$ cat config.mk
export PLATFORM = sky130hd
export DESIGN_NAME = bin2bcd_seq_flat
export DESIGN_NICKNAME = d
export VERILOG_FILES = /design/src/rtl/bin2bcd_seq_if.sv /design/src/rtl/bin2bcd_seq.sv /design/src/flat_wrapper.sv
export SDC_FILE = /design/constraint.sdc
export NUM_CORES = 1
export LEC_CHECK = 0
export CORE_ASPECT_RATIO = 2
export CORE_MARGIN = 4
export CORE_UTILIZATION = 30
export CTS_CLUSTER_DIAMETER = 30
export DETAILED_ROUTE_END_ITERATION = 16
export GPL_ROUTABILITY_DRIVEN = 0
export HOLD_SLACK_MARGIN = 0.08
export PLACE_DENSITY_LB_ADDON = 0.2
export RECOVER_POWER = 50
export SLEW_MARGIN = 20
export SYNTH_ARGS = -nofsm -noshare
export SYNTH_HDL_FRONTEND = slang
export SYNTH_SLANG_ARGS = --single-unit
$ cat constraint.sdc
create_clock -name clk -period 2.3 [get_ports clk]
set_clock_uncertainty 0.15 [all_clocks]
set_input_delay 0.345 -clock clk [delete_from_list [all_inputs] [get_ports clk]]
set_output_delay 0.345 -clock clk [all_outputs]
set_load 0.01 [all_outputs]
$ cat src/rtl/bin2bcd_seq_if.sv
// rtl/bin2bcd_seq_if.sv - request/result bundle between the ALU side and the BCD converter
interface bin2bcd_seq_if #(
  parameter int WIDTH  = 16,
  parameter int DIGITS = 5
);
  localparam int LD_W = $clog2(DIGITS + 1);

  logic                  start;
  logic                  signed_mode;
  logic [WIDTH-1:0]      A;
  logic                  busy;
  logic                  done;
  logic                  valid;
  logic [4*DIGITS-1:0]   bcd;
  logic                  sign;
  logic [LD_W-1:0]       lead_digits;
  logic                  overflow;

  // Requester side: issues operands, observes the result
  modport master (
    output start, signed_mode, A,
    input  busy, done, valid, bcd, sign, lead_digits, overflow
  );

  // Converter side
  modport slave (
    input  start, signed_mode, A,
    output busy, done, valid, bcd, sign, lead_digits, overflow
  );
endinterface

$ cat src/rtl/bin2bcd_seq.sv
// rtl/bin2bcd_seq.sv - sequential shift-and-add-3 binary to BCD converter, signed input, overflow and digit count
module bin2bcd_seq #(
  parameter int WIDTH  = 16,
  parameter int DIGITS = 5
) (
  input  logic         clk,
  input  logic         reset,
  bin2bcd_seq_if.slave bus
);
  localparam int CNT_W = $clog2(WIDTH + 1);
  localparam int LD_W  = $clog2(DIGITS + 1);
  localparam int BW    = 4 * DIGITS;

  typedef enum logic [1:0] {
    S_IDLE  = 2'd0,
    S_LOAD  = 2'd1,
    S_SHIFT = 2'd2,
    S_DONE  = 2'd3
  } state_t;

  state_t            state_q, state_d;

  // Operands captured with start so A may change afterwards
  logic [WIDTH-1:0]  a_q;
  logic              sm_q;

  // Conversion working set
  logic [WIDTH-1:0]  mag_q;
  logic [BW-1:0]     dig_q;
  logic [CNT_W-1:0]  cnt_q;
  logic              neg_q;
  logic              zero_q;
  logic              ovf_q;

  // Handshake and held result
  logic              busy_q;
  logic              done_q;
  logic              valid_q;
  logic [BW-1:0]     bcd_q;
  logic              sign_q;
  logic [LD_W-1:0]   lead_q;
  logic              ovf_out_q;

  // Combinational helpers
  logic [BW-1:0]     adj;
  logic [BW-1:0]     dig_d;
  logic              carry_out;
  logic              neg_d;
  logic [WIDTH-1:0]  mag_d;
  logic [LD_W-1:0]   lead_d;

  // Next-state selection for the conversion sequencer
  always_comb begin
    state_d = state_q;
    case (state_q)
      S_IDLE:  if (bus.start) state_d = S_LOAD;
      S_LOAD:  state_d = S_SHIFT;
      S_SHIFT: if (cnt_q == CNT_W'(1)) state_d = S_DONE;
      S_DONE:  state_d = bus.start ? S_LOAD : S_IDLE;
      default: state_d = S_IDLE;
    endcase
  end

  // One double-dabble step: add 3 to every digit >= 5, then shift the chain left by one bit
  always_comb begin
    adj = dig_q;
    for (int k = 0; k < DIGITS; k++) begin
      if (dig_q[4*k +: 4] >= 4'd5) adj[4*k +: 4] = dig_q[4*k +: 4] + 4'd3;
    end
    dig_d     = {adj[BW-2:0], mag_q[WIDTH-1]};
    carry_out = adj[BW-1];
  end

  // Sign and magnitude of the captured operand; most-negative maps to 2^(WIDTH-1)
  always_comb begin
    neg_d = sm_q & a_q[WIDTH-1];
    mag_d = neg_d ? (~a_q + WIDTH'(1)) : a_q;
  end

  // Highest nonzero digit position plus one; an all-zero result still shows one digit
  always_comb begin
    lead_d = LD_W'(1);
    for (int k = 0; k < DIGITS; k++) begin
      if (dig_q[4*k +: 4] != 4'd0) lead_d = LD_W'(k + 1);
    end
  end

  // State register; reset aborts any conversion in flight
  always_ff @(posedge clk or negedge reset) begin
    if (!reset) state_q <= S_IDLE;
    else        state_q <= state_d;
  end

  // Datapath and result registers
  always_ff @(posedge clk or negedge reset) begin
    if (!reset) begin
      a_q       <= '0;
      sm_q      <= 1'b0;
      mag_q     <= '0;
      dig_q     <= '0;
      cnt_q     <= '0;
      neg_q     <= 1'b0;
      zero_q    <= 1'b0;
      ovf_q     <= 1'b0;
      busy_q    <= 1'b0;
      done_q    <= 1'b0;
      valid_q   <= 1'b0;
      bcd_q     <= '0;
      sign_q    <= 1'b0;
      lead_q    <= LD_W'(1);
      ovf_out_q <= 1'b0;
    end else begin
      done_q <= 1'b0;
      case (state_q)
        S_IDLE, S_DONE: begin
          // Publishing happens while leaving DONE so the result and the next start share an edge
          if (state_q == S_DONE) begin
            bcd_q     <= dig_q;
            ovf_out_q <= ovf_q;
            sign_q    <= neg_q & ~zero_q;
            lead_q    <= lead_d;
            done_q    <= 1'b1;
            valid_q   <= 1'b1;
          end
          if (bus.start) begin
            a_q    <= bus.A;
            sm_q   <= bus.signed_mode;
            busy_q <= 1'b1;
          end
        end
        S_LOAD: begin
          neg_q   <= neg_d;
          mag_q   <= mag_d;
          zero_q  <= (a_q == '0);
          dig_q   <= '0;
          ovf_q   <= 1'b0;
          cnt_q   <= CNT_W'(WIDTH);
          valid_q <= 1'b0;
        end
        S_SHIFT: begin
          dig_q <= dig_d;
          mag_q <= {mag_q[WIDTH-2:0], 1'b0};
          cnt_q <= cnt_q - CNT_W'(1);
          if (carry_out) ovf_q <= 1'b1;
          if (cnt_q == CNT_W'(1)) busy_q <= 1'b0;
        end
        default: ;
      endcase
    end
  end

  assign bus.busy        = busy_q;
  assign bus.done        = done_q;
  assign bus.valid       = valid_q;
  assign bus.bcd         = bcd_q;
  assign bus.sign        = sign_q;
  assign bus.lead_digits = lead_q;
  assign bus.overflow    = ovf_out_q;
endmodule

$ cat src/flat_wrapper.sv
// flat-port wrapper written by rule: the top's interface ports become plain ports
module bin2bcd_seq_flat 
#(
  parameter int WIDTH  = 16,
  parameter int DIGITS = 5
)
  (clk, reset, bus_start, bus_signed_mode, bus_A, bus_busy, bus_done, bus_valid, bus_bcd, bus_sign, bus_lead_digits, bus_overflow);
  bin2bcd_seq_if #(.WIDTH(WIDTH), .DIGITS(DIGITS)) bus_i ();
  input  logic clk;
  input  logic reset;
  input wire logic [$bits(bus_i.start)-1:0] bus_start;
  input wire logic [$bits(bus_i.signed_mode)-1:0] bus_signed_mode;
  input wire logic [$bits(bus_i.A)-1:0] bus_A;
  output wire logic [$bits(bus_i.busy)-1:0] bus_busy;
  output wire logic [$bits(bus_i.done)-1:0] bus_done;
  output wire logic [$bits(bus_i.valid)-1:0] bus_valid;
  output wire logic [$bits(bus_i.bcd)-1:0] bus_bcd;
  output wire logic [$bits(bus_i.sign)-1:0] bus_sign;
  output wire logic [$bits(bus_i.lead_digits)-1:0] bus_lead_digits;
  output wire logic [$bits(bus_i.overflow)-1:0] bus_overflow;
  assign bus_i.start = bus_start;
  assign bus_i.signed_mode = bus_signed_mode;
  assign bus_i.A = bus_A;
  assign bus_busy = bus_i.busy;
  assign bus_done = bus_i.done;
  assign bus_valid = bus_i.valid;
  assign bus_bcd = bus_i.bcd;
  assign bus_sign = bus_i.sign;
  assign bus_lead_digits = bus_i.lead_digits;
  assign bus_overflow = bus_i.overflow;
  bin2bcd_seq #(.WIDTH(WIDTH), .DIGITS(DIGITS)) u_core (.clk(clk), .reset(reset), .bus(bus_i));
endmodule
After elaboration in Yosys (flattened, before gate mapping)
Cells that the tools add are included.
{"block": "classes", "n_addsub": 7, "n_reduce_logical": 16, "bitwise": 4, "n_lt_le_gt_ge": 5, "n_mux": 26, "n_eq_ne": 9}
{"cell": "$pmux W20 S2", "n": 1}
{"cell": "$pmux W16 S2", "n": 1}
{"cell": "$add A4 B2 Y4 const B", "n": 5}
{"cell": "$ge A4 B3 Y1 const B", "n": 5}
{"cell": "$mux W4", "n": 5}
{"cell": "$add A16 B1 Y16 const B", "n": 1}
{"cell": "$logic_not A16 Y1", "n": 1}
{"cell": "$mux W16", "n": 1}
{"cell": "$not A16 Y16", "n": 1}
{"cell": "$reduce_bool A4 Y1", "n": 4}
{"cell": "$pmux W5 S2", "n": 1}
{"cell": "$reduce_and A2 Y1", "n": 5}
{"cell": "$mux W2", "n": 4}
{"cell": "$pmux W2 S4", "n": 1}
{"cell": "$mux W1", "n": 7}
{"cell": "$mux W3", "n": 2}
{"cell": "$ne A2 B1 Y1 const B", "n": 3}
{"cell": "$pmux W1 S2", "n": 3}
{"cell": "$reduce_bool A2 Y1", "n": 3}
{"cell": "$eq A5 B1 Y1 const B", "n": 1}
{"cell": "$sub A5 B1 Y5 const B", "n": 1}
{"cell": "$eq A2 B2 Y1 const B", "n": 2}
{"cell": "$ne A2 B2 Y1 const B", "n": 2}
{"cell": "$reduce_and A3 Y1", "n": 1}
{"cell": "5 further kinds", "n": 6}
{"block": "totals", "elab_cells": 83, "out_inout_bits": 28, "ff_bits": 91, "inputBits": 20}

Depth between registers and ports, before layout
Gate-level depths: netlist of run 1.
{"block": "logic_depth", "ltp_word": 5, "depth_mapped": 8, "depth_no_buf": 7}

Worst setup path before layout of run 1
OpenSTA, ideal clock, no wires.
{"block": "synth_timing", "path_type": "register to register", "start": "reg u_core.a_q[8]", "end": "reg u_core.mag_q[14]", "setup_slack_ns": 0.246, "setup_time_ns": 0.087, "t_required_ns": 2.063, "arrival_time_ns": 1.818, "path_buffers": 0, "period_less_slack_ns": 2.054, "stages_incl_launch_ff": 6, "path_cell_list": "dfrtp_1 or4_4 or4_4 o31ai_2 nand4_1 o211ai_1"}
{"block": "synth_between", "elab_chain_len": 4}
{"item": "start: declaration", "line_no": "bin2bcd_seq.sv:24", "source": "logic [WIDTH-1:0] a_q;"}
{"item": "start signal: assignment", "line_no": "bin2bcd_seq.sv:126", "source": "a_q <= bus.A;"}
{"item": "$not A16 Y16", "line_no": "bin2bcd_seq.sv:77", "source": "mag_d = neg_d ? (~a_q + WIDTH'(1)) : a_q;"}
{"item": "$add A16 B1 Y16", "line_no": "bin2bcd_seq.sv:77"}
{"item": "$mux W16", "line_no": "bin2bcd_seq.sv:77"}
{"item": "$pmux W16 S2", "line_no": "bin2bcd_seq.sv:114", "source": "case (state_q)"}
{"item": "end signal: assignment", "line_no": "bin2bcd_seq.sv:133", "source": "mag_q <= mag_d;"}
{"item": "end signal: assignment", "line_no": "bin2bcd_seq.sv:142", "source": "mag_q <= {mag_q[WIDTH-2:0], 1'b0};"}
{"item": "end: declaration", "line_no": "bin2bcd_seq.sv:28", "source": "logic [WIDTH-1:0] mag_q;"}
Every way passes these cells.
A chain may end at the register's enable or synchronous reset.

Final worst setup path of run 1
{"block": "layout_timing", "start": "reg u_core.a_q[10]", "end": "reg u_core.mag_q[14]"}
The elaborated chain is that of the path after synthesis.

==> impl_metrics.tcl, run 1 <==
set metrics [dict create \
    status "finished clean" \
    tightest_slew_ns 0.805 \
    syn_inst 411 \
    drt-wirelength-per-cell_um 15.2 \
    cts_tree "built" \
    gr-usage-all-layers 0.129 \
    final_common_cell "dfrtp_1" \
    finalWirelength_um 10100 \
    die-area_mm2 0.0170 \
    grt_pass1_vias 3445 \
    relSlewSlack 0.463 \
    path_class "reg2reg" \
    fin_setup_tns_ns 0 \
    grt_pass1_wl_um 17400 \
    cts_root_buffer "clkbuf_16" \
    worstSkewPairLatency_ns 0.34 \
    holdPathEnd "u_core.mag_q[8]$_DFFE_PN0P_" \
    rsz0062_at_grt "no" \
    slew_violations 0 \
    synth_edf_count 0 \
    synthFlopType "dfrtp_1" \
    fmax_mhz 465 \
    ys_ff_latch 91 \
    ys_types 49 \
    fill_cells 1464 \
    dr.pass1.iters 4 \
    core-area_mm2 0.0144 \
    drive_above_1_share 0.163 \
    cap_violations 0 \
    drc 0 \
    worstSetupEndpointType "register" \
    fin_crit_sh 0.935 \
    nets 507 \
    via_per_inst 4.90 \
    crit_required_ns 2.40 \
    cts_made_buffers 9 \
    r2r_slack_ns 0.15 \
    syn_avg_cell_area_um2 10.8 \
    irDropWorstVdd_uv 567 \
    place_ws_ns 0.139 \
    diodes 0 \
    critPathMaxFanout 4 \
    synth_nets 451 \
    setup_ws_ns 0.150 \
    power.leakage_nw 2.40 \
    r2r-start "u_core.a_q[10]$_DFFE_PN0P_" \
    antenna_found_initial 0 \
    p_per_area_mw_per_mm2 1270 \
    die_h_um 180 \
    io_pins 48 \
    ant_nets 0 \
    clk_path_buf_depth 2 \
    drt_first_iter_violations 91 \
    cts_num_sinks 91 \
    vias 3255 \
    port_buffers 47 \
    synth_area_mm2 0.00445 \
    start_kind "register" \
    period_needed_ns 2.15 \
    regArea_mm2 0.00228 \
    syn_to_final_growth_pct 24.9 \
    setup_viol 0 \
    timing.rr.end "u_core.mag_q[14]$_DFFE_PN0P_" \
    path_clk_slew_ns 0.06 \
    grt_max_degree 33 \
    die_w_um 94.1 \
    grt_overflow 0 \
    hold_depth 1 \
    initial_core_util 0.308 \
    yosysWarnings 0 \
    hold_class "reg2reg" \
    ys_async_sr_fraction 1.00 \
    hold_path.startpoint "u_core.mag_q[8]$_DFFE_PN0P_" \
    rows 62 \
    cts_setup_buffers 0 \
    htree_levels 3 \
    hold_viol_final 0 \
    multi_input_area_mm2 0.00201 \
    worstPathArrival_ns 2.25 \
    hpwl_um 7510 \
    final_cell_mix "dfrtp_1 (90), clkdlybuf4s50_1 (46), mux2_2 (38), o21ai_0 (38), nand2_1 (29)" \
    synth_seq_area_share 0.512 \
    r2r_cells 5 \
]
==> report_power, final <==
| group | switching (mW) | internal [mW] | total, mW | leakage (nW) |
|---|---|---|---|---|
| clock | 0.620 | 0.983 | 1.60 | 0.149 |
| sequential | 0.357 | 2.05 | 2.41 | 1.18 |
| combinational | 1.66 | 1.39 | 3.04 | 1.07 |
==> cells in the mapped netlist, types with 2 or more instances <==
| cell | number | share of area |
|---|---|---|
| nor2_1 | 18 | 0.015 |
| o21ai_0 | 38 | 0.043 |
| o21ai_1 | 2 | 0.0022 |
| or3_1 | 5 | 0.0070 |
| o22ai_1 | 9 | 0.013 |
| o31ai_1 | 7 | 0.012 |
| o2bb2ai_1 | 5 | 0.0098 |
| a221o_1 | 4 | 0.0090 |
| mux2_2 | 38 | 0.096 |
| nand3_1 | 3 | 0.0034 |
| nor3_1 | 6 | 0.0067 |
| dfrtp_1 | 90 | 0.51 |
| mux2i_1 | 2 | 0.0045 |
| a211oi_1 | 2 | 0.0034 |
| and3_1 | 5 | 0.0070 |
| a21o_1 | 2 | 0.0034 |
| or4_4 | 2 | 0.0051 |
| nand4_1 | 2 | 0.0028 |
| a21oi_1 | 18 | 0.020 |
| nor3b_1 | 8 | 0.013 |
| nand2_1 | 30 | 0.025 |
| a22o_1 | 5 | 0.0098 |
| xnor2_1 | 14 | 0.028 |
| inv_1 | 26 | 0.022 |
| buf_1 | 2 | 0.0017 |
| a22oi_1 | 2 | 0.0034 |
| ha_1 | 20 | 0.056 |
| xor2_1 | 4 | 0.0079 |
| clkbuf_1 | 17 | 0.014 |
| a32o_1 | 2 | 0.0045 |
| nand2b_1 | 5 | 0.0070 |
==> worst max-delay path by stage <==
stage	start	to	slack, ns
2_1_floorplan	u_core.a_q[8]$_DFFE_PN0P_	u_core.mag_q[14]$_DFFE_PN0P_	0.25
3_3_place_gp	u_core.a_q[10]$_DFFE_PN0P_	u_core.mag_q[14]$_DFFE_PN0P_	0.17
3_5_place_dp	u_core.a_q[0]$_DFFE_PN0P_	u_core.mag_q[6]$_DFFE_PN0P_	0.14
4_1_cts	u_core.a_q[0]$_DFFE_PN0P_	u_core.mag_q[6]$_DFFE_PN0P_	0.12
5_1_grt	u_core.a_q[10]$_DFFE_PN0P_	u_core.mag_q[14]$_DFFE_PN0P_	0.05
6_report	u_core.a_q[10]$_DFFE_PN0P_	u_core.mag_q[14]$_DFFE_PN0P_	0.15
==> state kept, by name (all words and copies together) (netlist names), 2 cells and up <==
register                flops
u_core.bus.bcd             20
u_core.a_q                 16
u_core.dig_q               20
u_core.bus.lead_digits      3
u_core.state_q              2
u_core.mag_q               16
u_core.cnt_q                5
==> area by class of cell <==
type                       instances  area share
clock buffer                      12      0.0443
timing repair buffer              64       0.109
inverter                          26      0.0176
sequential                        91       0.410
tap                              192      0.0432
clock inverter                     4      0.0135
multi-input combinational        275       0.362
==> critical path, cell delays in order, from the launching register on <==
cell	delay (ns)
dfrtp_1	0.41
or4_4	0.57
or4_4	0.44
o31ai_2	0.27
nand4_1	0.12
o211ai_1	0.10
==> metrics by stage <==
stage | power (mW) | cell area [um2] | utilization | std cells | hold slack [ns]
floorplan | 4.45 | 4450 | - | 411 | -0.101
CTS | 7.15 | 5580 | 0.386 | 664 | 0.329
finish | 7.05 | 5560 | 0.385 | 664 | 0.328
global placement | 5.47 | 5240 | 0.363 | 647 | 0.183
global route | 7.61 | 5560 | 0.385 | 664 | 0.350
detailed placement | 5.53 | 5240 | 0.363 | 647 | 0.189
==> cell families (layout without fill, tap and decap cells) <==
group,count (synthesis),count (layout),share of synthesized area
adders and majority gates,20,20,0.0562
buffers and inverters,45,106,0.0380
muxes,40,40,0.101
and+or+nand+nor,90,90,0.103
DFF,91,91,0.512
AOI/OAI and AO/OA,107,107,0.154
xor gates and xnor gates,18,18,0.0354
==> layer usage <==
metal	track usage	vias up	part of all wire
li1	-	1579	-
met1	0.139	1617	0.39
met2	0.243	46	0.57
met3	0.0201	13	0.028
met4	0.0527	0	0.018
met5	0	-	0
==> repair_timing <==
item / CTS / global route
hold buffers: 1 / 0
setup endpoints to repair: 0 / 2
gates resized for setup: 0 / 3
endpoints found under the hold margin: 30 / 0
No activity file was read; power rests on OpenSTA's default activity.
==> run 2: changes to the inputs <==
GPL_TIMING_DRIVEN = 0   (was not set)
clock period = 2 ns   (was 2.3 ns; I/O delays follow)
==> impl_metrics.tcl, run 2 (synthesis gave the netlist of run 1 again) <==
set metrics [dict create \
    status "finished, violations left" \
    violations "setup timing" \
    critPathMaxFanout 2 \
    worstSetupEndpointType "register" \
    cts_num_sinks 91 \
    rsz0062_at_grt "yes" \
    die_w_um 94.1 \
    fin_setup_tns_ns -0.123 \
    dr.pass1.iters 4 \
    port_buffers 47 \
    drt-wirelength-per-cell_um 16.3 \
    final_cell_mix "dfrtp_1 (89), clkdlybuf4s50_1 (46), mux2_2 (38)" \
    place_ws_ns -0.545 \
    p_switching_mw 3.28 \
    path_clk_slew_ns 0.06 \
    setup_viol 7 \
    hpwl_um 8200 \
    htree_levels 3 \
    cts_root_buffer "clkbuf_16" \
    gr-usage-all-layers 0.138 \
    worstPathArrival_ns 2.16 \
    diodes 0 \
    drc 0 \
    final_common_cell "dfrtp_1" \
    hold_class "in2async" \
    io_pins 48 \
    p_sw_frac 0.381 \
    antenna_found_initial 0 \
    sequentialPowerShare 0.322 \
    fmax_mhz 491 \
    via_per_inst 4.87 \
    comb_power_share 0.452 \
    crit_required_ns 2.12 \
    die_h_um 180 \
    slew_violations 0 \
    grt_overflow 0 \
    p_clk_frac 0.226 \
    period_needed_ns 2.03 \
    ant_nets 0 \
    relSlewSlack 0.385 \
    fill_cells 1504 \
    grt_pass1_wl_um 18400 \
    power.leakage_nw 2.49 \
    syn_to_final_growth_pct 29.6 \
    die-area_mm2 0.0170 \
    tightest_slew_ns 0.923 \
    finalWirelength_um 11100 \
    hold_viol_final 0 \
    drt_first_iter_violations 114 \
    p_per_area_mw_per_mm2 1490 \
    stdcell_area_mm2 0.00577 \
    initial_core_util 0.308 \
    clk_path_buf_depth 2 \
    post_dp_cell_area_mm2 0.00520 \
    cap_violations 0 \
    start_kind "register" \
    grt_pass1_vias 3608 \
    path_class "reg2reg" \
    drive_above_1_share 0.222 \
    grt_max_degree 71 \
    p_int_mw 5.33 \
    vias 3309 \
    fin_crit_sh 1.02 \
    irDropWorstVdd_uv 693 \
    cts_made_buffers 9 \
    cts_tree "built" \
    rows 62 \
    worstSkewPairLatency_ns 0.33 \
    nets 522 \
    core-area_mm2 0.0144 \
    setup_ws_ns -0.0348 \
    total_power_mw 8.61 \
]
[run 2: power groups by stage]
stage	sequential [mW]	combinational, mW	clock (mW)
after floorplan	2.71	2.42	0
after global placement	2.79	3.41	0
after detailed placement	2.81	3.49	0
after CTS	2.77	3.85	2.01
after global routing	2.84	4.33	2.08
final	2.78	3.89	1.94
[run 2: cell type report]
| type | instances | area [um2] | share of cell area |
|---|---|---|---|
| timing repair buffer | 61 | 583 | 0.101 |
| multi-input combinational | 275 | 2110 | 0.366 |
| inverter | 26 | 97.6 | 0.0169 |
| clock buffer | 11 | 243 | 0.0421 |
| sequential | 91 | 2280 | 0.395 |
| tap | 192 | 240 | 0.0416 |
| clock inverter | 5 | 100 | 0.0174 |
| buffer | 18 | 116 | 0.0202 |
[run 2: routing by layer]
layer	track usage	vias up	wire, um
met3	0.0230	16	353
met1	0.140	1623	3920
met5	0	-	0
met4	0.0654	0	302
li1	-	1612	-
met2	0.264	58	6470
[run 2: what timing repair did]
action / CTS / global route
pin swaps: 4 / 6
hold buffers: 1 / 0
setup buffers: 7 / 5
hold endpoints to repair: 90 / 0
endpoints found under the setup margin: 80 / 48
resized for setup: 42 / 17
gates cloned: 0 / 0
[run 2: worst paths after layout]
| check | depth (start not counted) | startpoint | slack, ns | end |
|---|---|---|---|---|
| setup / recovery | 5 | u_core.a_q[10]$_DFFE_PN0P_ | -0.03 | u_core.zero_q$_DFFE_PN0P_ |
| min in group clk | 1 | u_core.mag_q[8]$_DFFE_PN0P_ | 0.32 | u_core.mag_q[8]$_DFFE_PN0P_ |
| setup reg to reg | 5 | u_core.a_q[10]$_DFFE_PN0P_ | -0.03 | u_core.zero_q$_DFFE_PN0P_ |
| hold reg to reg | 1 | u_core.mag_q[8]$_DFFE_PN0P_ | 0.32 | u_core.mag_q[8]$_DFFE_PN0P_ |
| max in group asynchronous | 3 | reset | 0.27 | u_core.a_q[2]$_DFFE_PN0P_ |
| hold / removal | 2 | reset | 0.21 | u_core.a_q[10]$_DFFE_PN0P_ |
[run 2: critical path: stages, from the launching register on]
cell and delay (ns):
dfrtp_1 0.38, or4_4 0.54, or4_4 0.48, nor3_4 0.16
buf_6 0.13, a32o_1 0.14
[run 2: stage by stage]
| stage | std cells | utilization | hold WS (ns) |
|---|---|---|---|
| 2_1_floorplan | 411 | - | -0.146 |
| 3_3_place_gp | 650 | 0.358 | 0.312 |
| 3_5_place_dp | 651 | 0.360 | 0.0194 |
| 4_1_cts | 674 | 0.396 | 0.218 |
| 5_1_grt | 679 | 0.400 | 0.241 |
| 6_report | 679 | 0.400 | 0.215 |
